File: config.mk
export PLATFORM = sky130hd
export DESIGN_NAME = traffic_lamp_monitor
export DESIGN_NICKNAME = d
export VERILOG_FILES = /design/src/rtl/traffic_lamp_monitor.sv
export SDC_FILE = /design/constraint.sdc
export NUM_CORES = 1
export LEC_CHECK = 0
export ABC_CLOCK_PERIOD_IN_PS = 3800
export CAP_MARGIN = 15
export CORE_MARGIN = 2
export CORE_UTILIZATION = 52
export CTS_BUF_LIST = sky130_fd_sc_hd__clkbuf_16
export CTS_CLUSTER_DIAMETER = 100
export DETAILED_ROUTE_END_ITERATION = 7
export GPL_TIMING_DRIVEN = 0
export PLACE_DENSITY_LB_ADDON = 0.3
export SYNTH_ARGS = -nofsm -noshare
export SYNTH_HDL_FRONTEND = slang
export SYNTH_SLANG_ARGS = --single-unit
File: constraint.sdc
create_clock -name clk -period 3.8 [get_ports clk]
set_input_delay 0.38 -clock clk [delete_from_list [all_inputs] [get_ports clk]]
set_output_delay 0.38 -clock clk [all_outputs]
set_load 0.02 [all_outputs]
File: src/rtl/traffic_lamp_monitor.sv
// rtl/traffic_lamp_monitor.sv - passive phase-sequence and dwell checker for a two-way traffic lamp bus
//
// Ports:
//   clk         single clock, all logic on posedge
//   rst         synchronous active-high reset
//   tick        timebase strobe shared with the traffic controller
//   clr         synchronous fault clear (rst has priority)
//   ns_g/ns_y/ns_r, ew_g/ew_y/ew_r   observed lamps
//   phase       last decoded legal phase: 0 NS_G, 1 NS_Y, 2 EW_G, 3 EW_Y
//   tracking    monitor is locked to the phase sequence
//   fault       sticky violation flag
//   fault_code  cause of first fault: 0 none, 1 illegal, 2 sequence, 3 short dwell, 4 long dwell
//   cycle_cnt   validated full cycles (EW_Y -> NS_G while tracking), wraps silently
module traffic_lamp_monitor #(
    parameter int G_TICKS = 5,
    parameter int Y_TICKS = 2,
    parameter int DW      = 4,
    parameter int CNT_W   = 8
) (
    input  logic             clk,
    input  logic             rst,
    input  logic             tick,
    input  logic             clr,
    input  logic             ns_g,
    input  logic             ns_y,
    input  logic             ns_r,
    input  logic             ew_g,
    input  logic             ew_y,
    input  logic             ew_r,
    output logic [1:0]       phase,
    output logic             tracking,
    output logic             fault,
    output logic [2:0]       fault_code,
    output logic [CNT_W-1:0] cycle_cnt
);

    typedef enum logic [1:0] {
        ST_SYNC,
        ST_TRACK,
        ST_FAULT
    } state_t;

    localparam logic [1:0] PH_NS_G = 2'd0;
    localparam logic [1:0] PH_NS_Y = 2'd1;
    localparam logic [1:0] PH_EW_G = 2'd2;
    localparam logic [1:0] PH_EW_Y = 2'd3;

    localparam logic [2:0] FC_ILLEGAL = 3'd1;
    localparam logic [2:0] FC_SEQ     = 3'd2;
    localparam logic [2:0] FC_SHORT   = 3'd3;
    localparam logic [2:0] FC_LONG    = 3'd4;

    localparam logic [DW-1:0] G_DW = DW'(G_TICKS);
    localparam logic [DW-1:0] Y_DW = DW'(Y_TICKS);

    state_t        state;
    logic [DW-1:0] dw;

    logic [5:0]    lamps;
    logic          pat_legal;
    logic [1:0]    pat_phase;
    logic [1:0]    succ;
    logic [DW-1:0] exp_dw;
    logic [DW-1:0] dw_start;

    assign lamps = {ns_g, ns_y, ns_r, ew_g, ew_y, ew_r};

    // All six bits must match exactly; anything else (including all-off) is illegal.
    always_comb begin
        pat_legal = 1'b1;
        pat_phase = PH_NS_G;
        case (lamps)
            6'b100001: pat_phase = PH_NS_G;
            6'b010000: pat_phase = PH_NS_Y;
            6'b001100: pat_phase = PH_EW_G;
            6'b000010: pat_phase = PH_EW_Y;
            default:   pat_legal = 1'b0;
        endcase
    end

    // Phase encoding puts yellows on odd codes and the successor is simply +1 mod 4.
    assign succ     = phase + 2'd1;
    assign exp_dw   = phase[0] ? Y_DW : G_DW;
    // The edge that first shows a new phase already counts its tick for that phase.
    assign dw_start = {{(DW-1){1'b0}}, tick};

    always_ff @(posedge clk) begin
        if (rst) begin
            state      <= ST_SYNC;
            dw         <= '0;
            phase      <= PH_NS_G;
            tracking   <= 1'b0;
            fault      <= 1'b0;
            fault_code <= 3'd0;
            cycle_cnt  <= '0;
        end else if (clr) begin
            state      <= ST_SYNC;
            dw         <= '0;
            tracking   <= 1'b0;
            fault      <= 1'b0;
            fault_code <= 3'd0;
            if (pat_legal) begin
                phase <= pat_phase;
            end
        end else if (state != ST_FAULT) begin
            if (!pat_legal) begin
                state      <= ST_FAULT;
                tracking   <= 1'b0;
                fault      <= 1'b1;
                fault_code <= FC_ILLEGAL;
            end else if (state == ST_SYNC) begin
                // The partially seen first phase is never dwell-checked; lock on
                // the first change that follows the legal order.
                if (pat_phase != phase) begin
                    phase <= pat_phase;
                    if (pat_phase == succ) begin
                        state    <= ST_TRACK;
                        tracking <= 1'b1;
                        dw       <= dw_start;
                    end
                end
            end else begin
                if (pat_phase != phase) begin
                    if (pat_phase != succ) begin
                        state      <= ST_FAULT;
                        tracking   <= 1'b0;
                        fault      <= 1'b1;
                        fault_code <= FC_SEQ;
                    end else if (dw != exp_dw) begin
                        state      <= ST_FAULT;
                        tracking   <= 1'b0;
                        fault      <= 1'b1;
                        fault_code <= FC_SHORT;
                    end else begin
                        phase <= pat_phase;
                        dw    <= dw_start;
                        if (phase == PH_EW_Y) begin
                            cycle_cnt <= cycle_cnt + CNT_W'(1);
                        end
                    end
                end else if (tick) begin
                    // A further tick once the full dwell is reached means the phase overstayed.
                    if (dw == exp_dw) begin
                        state      <= ST_FAULT;
                        tracking   <= 1'b0;
                        fault      <= 1'b1;
                        fault_code <= FC_LONG;
                    end else begin
                        dw <= dw + DW'(1);
                    end
                end
            end
        end
    end

endmodule

# Yosys cells after proc, flatten, opt, wreduce, memory -nomap -nowiden
# Index checks and enable logic that the tools add are counted.
[word_totals] input_bits=10 out_inout_bits=15 word_cells=102 ff_bits=21
[op_classes] muxes=52 reduce_logical=11 eq_ne=25 bitwise=4 n_addsub=3
[ops] cell="2-to-1 mux 2 bit" count=18
[ops] cell="2-to-1 mux 4 bit" count=8
[ops] cell="2-to-1 mux 3 bit" count=8
[ops] cell="2-to-1 mux 1 bit" count=17
[ops] cell="AND reduction 8 bit" count=2
[ops] cell="!= test 3 bit, second input constant" count=4
[ops] cell="AND reduction 5 bit" count=2
[ops] cell="!= test 3 x 2 -> 1 bit, second input constant" count=3
[ops] cell="adder 8 x 1 -> 8 bit, second input constant" count=1
[ops] cell="== test 6 x 2 -> 1 bit, second input constant" count=1
[ops] cell="== test 6 x 4 -> 1 bit, second input constant" count=1
[ops] cell="== test 6 x 5 -> 1 bit, second input constant" count=1
[ops] cell="== test 6 bit, second input constant" count=1
[ops] cell="!= test 2 bit, second input constant" count=3
[ops] cell="case mux 2 bit (3 select lines)" count=1
[ops] cell="AND reduction 6 bit" count=1
[ops] cell="nonzero test 2 bit" count=3
[ops] cell="!= test 5 x 3 -> 1 bit, second input constant" count=1
[ops] cell="adder 4 x 1 -> 4 bit, second input constant" count=1
[ops] cell="== test 4 x 3 -> 1 bit" count=1
[ops] cell="!= test 2 x 1 -> 1 bit, second input constant" count=2
[ops] cell="!= test 2 bit" count=2
[ops] cell="!= test 4 x 2 -> 1 bit, second input constant" count=1
[ops] cell="!= test 4 x 3 -> 1 bit" count=1
[ops] cell="other kinds (8)" count=11

# Longest topological paths before layout
# Gate-level depths: netlist of the first run.
[depth] word_depth=9 depth_mapped=8 ltp_nobuf=7

# Worst setup path after synthesis of the first run
# OpenSTA, ideal clock, no wires.
[synth_timing] path_kind="register to register" start="register phase[0]" end="register cycle_cnt[5]" n_path_buf=0 t_required_ps=3679 path_slack_ps=1051 arrival_ps=2628 synth_period_minus_slack_ps=2749 stages_incl_launch_ff=8 setup_time_ps=121 cell_sequence="dfxtp_1 -> ha_1 -> and4bb_2 -> mux2i_1 -> o2111ai_4 -> or4_4 -> or3_1 -> mux2_4"
[synth_via] elab_chain_cells=4 word_cells_on_any_way=9 classes_between="add/sub: 1; eq/ne: 4; mux: 1; bitwise: 2; reduce/logical: 1"
[synth_lines] element="start, declared" line_no="30" text="output logic [1:0] phase,"
[synth_lines] element="start signal, assigned" line_no="103" text="phase <= pat_phase;"
[synth_lines] element="start signal, assigned" line_no="115" text="phase <= pat_phase;"
[synth_lines] element="start signal, assigned" line_no="135" text="phase <= pat_phase;"
[synth_lines] element="adder 2 x 1 -> 2 bit / 2-to-1 mux 3 bit (equally long branches)" line_no="82, 83"
[synth_lines] element="!= test 2 bit / != test 4 x 3 -> 1 bit (equally long branches)" line_no="124, 129"
[synth_lines] element="inverter 1 bit (no line)"
[synth_lines] element="AND reduction 8 bit (no line) (*)"
[synth_lines] element="end signal, assigned" line_no="138" text="cycle_cnt <= cycle_cnt + CNT_W'(1);"
[synth_lines] element="end, declared" line_no="34" text="output logic [CNT_W-1:0] cycle_cnt"
# Every way passes the cells marked *; elsewhere a longest branch is shown, timed or not.
# A chain may end at the register's enable or synchronous reset.

# Worst setup path after layout of the first run
[layout_timing] start="input ew_r" end="register cycle_cnt[4]"
[layout_via] elab_chain_cells=5 word_cells_on_any_way=11 classes_between="eq/ne: 6; mux: 2; bitwise: 1; reduce/logical: 2"
[layout_lines] element="start, declared" line_no="29" text="input logic ew_r,"
[layout_lines] element="== test 6 x 2 -> 1 bit, or another cell as far along" line_no="72" text="case (lamps)"
[layout_lines] element="case mux 2 bit (3 select lines)" line_no="72"
[layout_lines] element="!= test 2 bit" line_no="124" text="if (pat_phase != succ) begin"
[layout_lines] element="inverter 1 bit (no line)"
[layout_lines] element="AND reduction 8 bit (no line) (*)"
# Marks and branches as above.

==> results of run 1 <==
==> registers in the layout (all words and copies together) (netlist names) <==
name        cells
cycle_cnt       8
fault_code      3
state           1
tracking        1
phase           2
fault           1
dw              4
==> where the power goes <==
part / switching [mW] / internal, mW / leakage (nW)
registers: 0.00288 / 0.213 / 0.162
logic: 0.0399 / 0.0296 / 0.403
clock network: 0.0818 / 0.209 / 0.0511
==> area by class of cell <==
| class | instances | area share (%) |
|---|---|---|
| Inverter | 2 | 0.429 |
| Buffer | 7 | 3.29 |
| Clock inverter | 1 | 1.72 |
| Tap cell | 30 | 2.14 |
| Sequential cell | 20 | 22.9 |
| Multi-Input combinational cell | 129 | 53.8 |
| Timing Repair Buffer | 20 | 11.4 |
| Clock buffer | 3 | 4.29 |
==> how the worst min path moves through the flow <==
stage / endpoint / slack, ns / cells after the start
finish: phase[0]$_SDFFE_PP0P_ / 0.45 / 3
CTS: phase[0]$_SDFFE_PP0P_ / 0.45 / 3
detailed placement: fault$_SDFFE_PP0P_ / 0.46 / 1
global route: phase[0]$_SDFFE_PP0P_ / 0.47 / 3
floorplan: dw[3]$_SDFFE_PP0P_ / 0.45 / 1
global placement: fault$_SDFFE_PP0P_ / 0.45 / 1
==> through the flow <==
step	power, mW	hold WS, ns	setup WS (ns)	instance area (um^2)	instances
CTS	0.576	0.452	0.696	1750	212
floorplan	0.265	0.453	1.05	1410	158
global route	0.589	0.467	0.446	1750	212
finish	0.576	0.455	0.673	1750	212
global placement	0.285	0.454	0.545	1650	208
detailed placement	0.288	0.456	0.483	1650	208
==> logic make-up after synthesis <==
kind of cell               share of synthesized area (%)
and+or+nand+nor                                     31.3
AOI/OAI and AO/OA                                   26.3
DFF                                                 28.4
buffers and inverters                               4.62
muxes                                               4.80
xor gates and xnor gates                            1.87
adders and majority gates                           2.67
==> routing by layer <==
layer	share of wire, %	wire, um	GRT usage [%]
met1	43	1440	26.6
met4	1.7	57	10.9
met5	0	0	0
met2	49	1670	36.1
met3	6.1	204	4.42
==> critical path, cell delays in order <==
cell and delay, ns:
clkdlybuf4s50_1 0.53, nor3_1 0.41, mux2i_1 0.36, o2111ai_4 0.25, nor4_2 0.78, nand4_1 0.19
mux2_1 0.35
==> synthesized netlist by cell type (2+ instances only) <==
cell and number:
a21oi_1 8, or2_2 2, and2_1 2, xnor2_1 2, nand3_1 3, nor3b_1 3
nand3b_1 2, o21ai_0 7, nor2_1 18, a31o_2 2, a311oi_1 2, nand4b_1 2
a41oi_1 2, nor4bb_1 2, o31ai_1 3, a31oi_1 2, nor3_1 2, clkbuf_1 2
buf_6 4, nor2b_1 3, dfxtp_1 20, mux2i_1 3, ha_1 3, or3_1 4
nor4_1 2, o21a_1 3, or3b_1 2, inv_1 2, nand2_1 6, and3b_2 2
nand2b_1 7, nand4_1 2
==> flow_summary.toml, run 1 <==
[run_status]
status = "finished clean"

[floorplan]
die_w_um = 56.0
ioPinCount = 25
die_y_um = 56.0
die-area_mm2 = 0.00314
rows = 18
start_util_pct = 55.8
core_area_mm2 = 0.00252

[sta]
fmax_mhz = 320
slew-limit-headroom_pct = 44.6
finalSetupViolCount = 0
drv_slew = 0
hold_viol_final = 0
tightest_slew_ns = 0.824
setup-tns-final_ns = 0
rsz0062_at_grt = "false"
finalCriticalPeriod_ns = 3.13
fin_crit_sh_pct = 82.3
skew_ns = 0.00183

[layout]
nets = 196
drive_above_1_share_pct = 15.4
seq_area_um2 = 400
diodes = 0
final_core_util_pct = 69.4
multi_input_area_um2 = 942
synthToLayoutAreaGrowth_pct = 24.4
final_cell_mix = "20 x dfxtp_1, 20 x clkdlybuf4s50_1, 18 x nor2_1"
fill_cells = 200

[routing]
wl_um = 3370
via_count = 1363
viasPerCell = 6.43
postRouteAntennaNets = 0
drc_errors = 0
drtIter0Drc = 68
wl_per_cell_um = 15.9
firstDrtPassIters = 4

[power_and_ir_drop]
power.density_mw_per_mm2 = 329
p_leak_nw = 0.616
ir_drop_mv = 0.264

[worst_setup_path]
cp-start-kind = "primary input"
arrival_ns = 3.26
path_max_fanout = 8
r2r-end = "cycle_cnt[4]$_SDFFE_PP0P_"
timing_worst_setup_path_type = "primary input to register"
reg2reg_setup_slack_ns = 0.83
end_kind = "register"
cp-endpoint = "cycle_cnt[4]$_SDFFE_PP0P_"
crit_start = "ew_r"
timing.rr.start = "phase[0]$_SDFFE_PP0P_"
reg2reg_depth = 7
crit_required_ns = 3.94

[cts]
post_cts_buffers = 0
path_clk_slew_ns = 0.06
cts_tree = "done"
clkSinkCount = 20
cts_max_level = 1
postCtsHoldBufs = 0
clk-insertion-delay-late_ns = 0.25
cts_root_buffer = "clkbuf_16"
cts_resized = 0
cts_buffer_depth = 2
cts_buffers = 3

[synth]
yosysTopAreaCellShare_pct = 28.4
synthCells = 158
synth_edf_count = 0
ys_ff_latch = 20
syn_area_per_cell_um2 = 8.91
synth_area_leaders = "dfxtp_1 28%, nor2_1 4.8%, buf_6 3.2%"
synth_area_mm2 = 0.00141
synth_top_cell_by_area = "dfxtp_1"
syn_nets = 171
synthArstFlopShare_pct = 0
synth_ff_type = "dfxtp_1"
yosys_warnings = 0
ys_types = 61
synth-seq-area-share_pct = 28.4

[flow_run]
max-cap-violations = 0

[worst_hold_path]
hp-start = "rst"
hold_path_class = "primary input to register"

[grt]
antenna_found_initial = 0
grt_pass1_wl_um = 5640
grt_usage_pct = 21.8
grt_overflow_total = 0
grt_pass1_vias = 1286
grt_max_degree = 13

[place]
port_buffers = 20
place_congestion = 0.802
hpwl_um = 2330
(Power assumes the default switching activity.)
==> inputs of run 2 (changes only) <==
--- a/config.mk
+++ b/config.mk
@@ -5,10 +5,10 @@
 export SDC_FILE = /design/constraint.sdc
 export NUM_CORES = 1
 export LEC_CHECK = 0
-export ABC_CLOCK_PERIOD_IN_PS = 3800
+export ABC_CLOCK_PERIOD_IN_PS = 2800
 export CAP_MARGIN = 15
 export CORE_MARGIN = 2
-export CORE_UTILIZATION = 52
+export CORE_UTILIZATION = 47
 export CTS_BUF_LIST = sky130_fd_sc_hd__clkbuf_16
 export CTS_CLUSTER_DIAMETER = 100
 export DETAILED_ROUTE_END_ITERATION = 7
==> constraint.sdc (replaced) <==
create_clock -name clk -period 2.8 [get_ports clk]
set_input_delay 0.28 -clock clk [delete_from_list [all_inputs] [get_ports clk]]
set_output_delay 0.28 -clock clk [all_outputs]
set_load 0.02 [all_outputs]
==> flow_summary.toml, run 2 (synthesized netlist as in run 1, its figures left out) <==
[run_status]
status = "complete, but fails checks"
violations = "design-rule violations"

[worst_setup_path]
end_kind = "register"
arrival_ns = 2.85
reg2reg_setup_slack_ns = 0.12
timing.rr.start = "phase[1]$_SDFFE_PP0P_"
path_max_fanout = 6
timing_worst_setup_path_type = "primary input to register"
crit_required_ns = 2.94
cp-start-kind = "primary input"
reg2reg_depth = 7
r2r-end = "cycle_cnt[5]$_SDFFE_PP0P_"

[routing]
viasPerCell = 6.35
wl_per_cell_um = 16.2
wl_um = 3500
firstDrtPassIters = 6
routed.top_layer = "met4"
route.met3.wl_um = 197
drc_errors = 1
wl_met1_um = 1460
dr_wl_met2_um = 1770
drtIter0Drc = 73
via_count = 1372
postRouteAntennaNets = 0

[power_and_ir_drop]
ir_drop_mv = 0.188
fin_total_pwr_uw = 690
power.density_mw_per_mm2 = 379
p_leak_nw = 0.641

[sta]
hold_viol_final = 0
skew_ns = 0.00173
fin_crit_sh_pct = 96.8
fmax_mhz = 369
setup-tns-final_ns = 0
tightest_slew_ns = 0.733
finalCriticalPeriod_ns = 2.71
slew-limit-headroom_pct = 50.8
finalSetupViolCount = 0
rsz0062_at_grt = "false"
drv_slew = 0

[grt]
grt_pass1_vias = 1251
grt_usage_pct = 21.2
grt_max_degree = 12
antenna_found_initial = 0
grt_pass1_wl_um = 5700
grt_overflow_total = 0

[place]
place_inst = 209
hpwl_um = 2530
port_buffers = 20
place_congestion = 0.887

[floorplan]
rows = 19
die_y_um = 58.7
die_w_um = 58.7
die-area_mm2 = 0.00345
start_util_pct = 50.2
ioPinCount = 25
core_area_mm2 = 0.00281

[layout]
largest_reg_flops = 8
final_common_cell = "dfxtp_1"
largest-register = "cycle_cnt"
reg_top3 = "cycle_cnt: 8 flops, dw: 4 flops, fault_code: 3 flops"
synthToLayoutAreaGrowth_pct = 29.2
seq_area_um2 = 402
nets = 199
final_cell_mix = "19 x dfxtp_1, 18 x nor2_1, 17 x clkdlybuf4s50_1"
drive_above_1_share_pct = 18.9
final_cells = 216
multi_input_area_mm2 = 0.00101
fill_cells = 244
diodes = 0

[worst_hold_path]
hold_end = "phase[0]$_SDFFE_PP0P_"
hp-start = "rst"
hold_path_class = "primary input to register"
holdPathStages = 3

[cts]
cts_buffers = 3
path_clk_slew_ns = 0.05
cts_buffer_depth = 2
clkSinkCount = 20
cts_tree = "done"
cts_max_level = 1
clk-insertion-delay-late_ns = 0.25
cts_root_buffer = "clkbuf_16"

[flow_run]
max-cap-violations = 0
[run 2: cell count changes in the layout (fill, tap and decap cells not counted), sizes merged]
cell / previous run / this run
clkdlybuf4s50: 20 / 17
bufinv: 1 / 0
buf: 5 / 8
clkinv: 0 / 1
dlygate4sd2: 0 / 3
[run 2: what timing repair did]
action	4_1_cts	5_1_grt
hold buffers	0	0
setup buffers	0	3
endpoints found under the setup margin	7	1
resized for setup	11	2
gates cloned	0	0
pin swaps	0	2
endpoints found under the hold margin	0	0
[run 2: layout make-up]
cell class	instances	area share [%]
timing repair buffer	23	12.0
clock buffer	3	4.13
multi-input combinational	129	55.8
sequential	20	22.1
inverter	2	0.413
clock inverter	1	0.206
tap	31	2.13
buffer	7	3.17
[run 2: metal layers]
metal,up-vias,global-route usage (%)
met1,645,27.3
met2,57,35.7
met5,-,0
li1,663,-
met3,7,2.20
met4,0,9.42
[run 2: worst max-delay path by stage]
stage          cells after the start                         to             startpoint
2_1_floorplan                      7  cycle_cnt[5]$_SDFFE_PP0P_  phase[0]$_SDFFE_PP0P_
3_3_place_gp                       7  cycle_cnt[5]$_SDFFE_PP0P_                   ew_r
3_5_place_dp                       7  cycle_cnt[4]$_SDFFE_PP0P_                   ew_r
4_1_cts                            7  cycle_cnt[5]$_SDFFE_PP0P_  phase[0]$_SDFFE_PP0P_
5_1_grt                            7  cycle_cnt[5]$_SDFFE_PP0P_  phase[1]$_SDFFE_PP0P_
6_report                           7  cycle_cnt[5]$_SDFFE_PP0P_                   ns_y
[run 2: report_power, final]
group	switching (mW)	internal, mW
clock network	0.107	0.190
registers	0.00369	0.289
logic	0.0581	0.0424
[run 2: critical path, cell delays in order]
cell,delay (ns)
dlygate4sd2_1,0.42
or3b_1,0.44
a2111oi_4,0.44
o21ai_2,0.15
or4_4,0.45
or3_1,0.38
mux2_4,0.30
[run 2: per-stage QoR]
stage	worst slack (ns)	area [um^2]	utilization [%]	hold slack, ns
5_1_grt	0.00307	1820	64.8	0.378
3_3_place_gp	-0.346	1650	58.7	0.448
4_1_cts	0.0152	1790	63.6	0.354
6_report	0.0886	1820	64.8	0.346
3_5_place_dp	-0.467	1650	58.7	0.455
2_1_floorplan	0.0510	1410	-	0.453
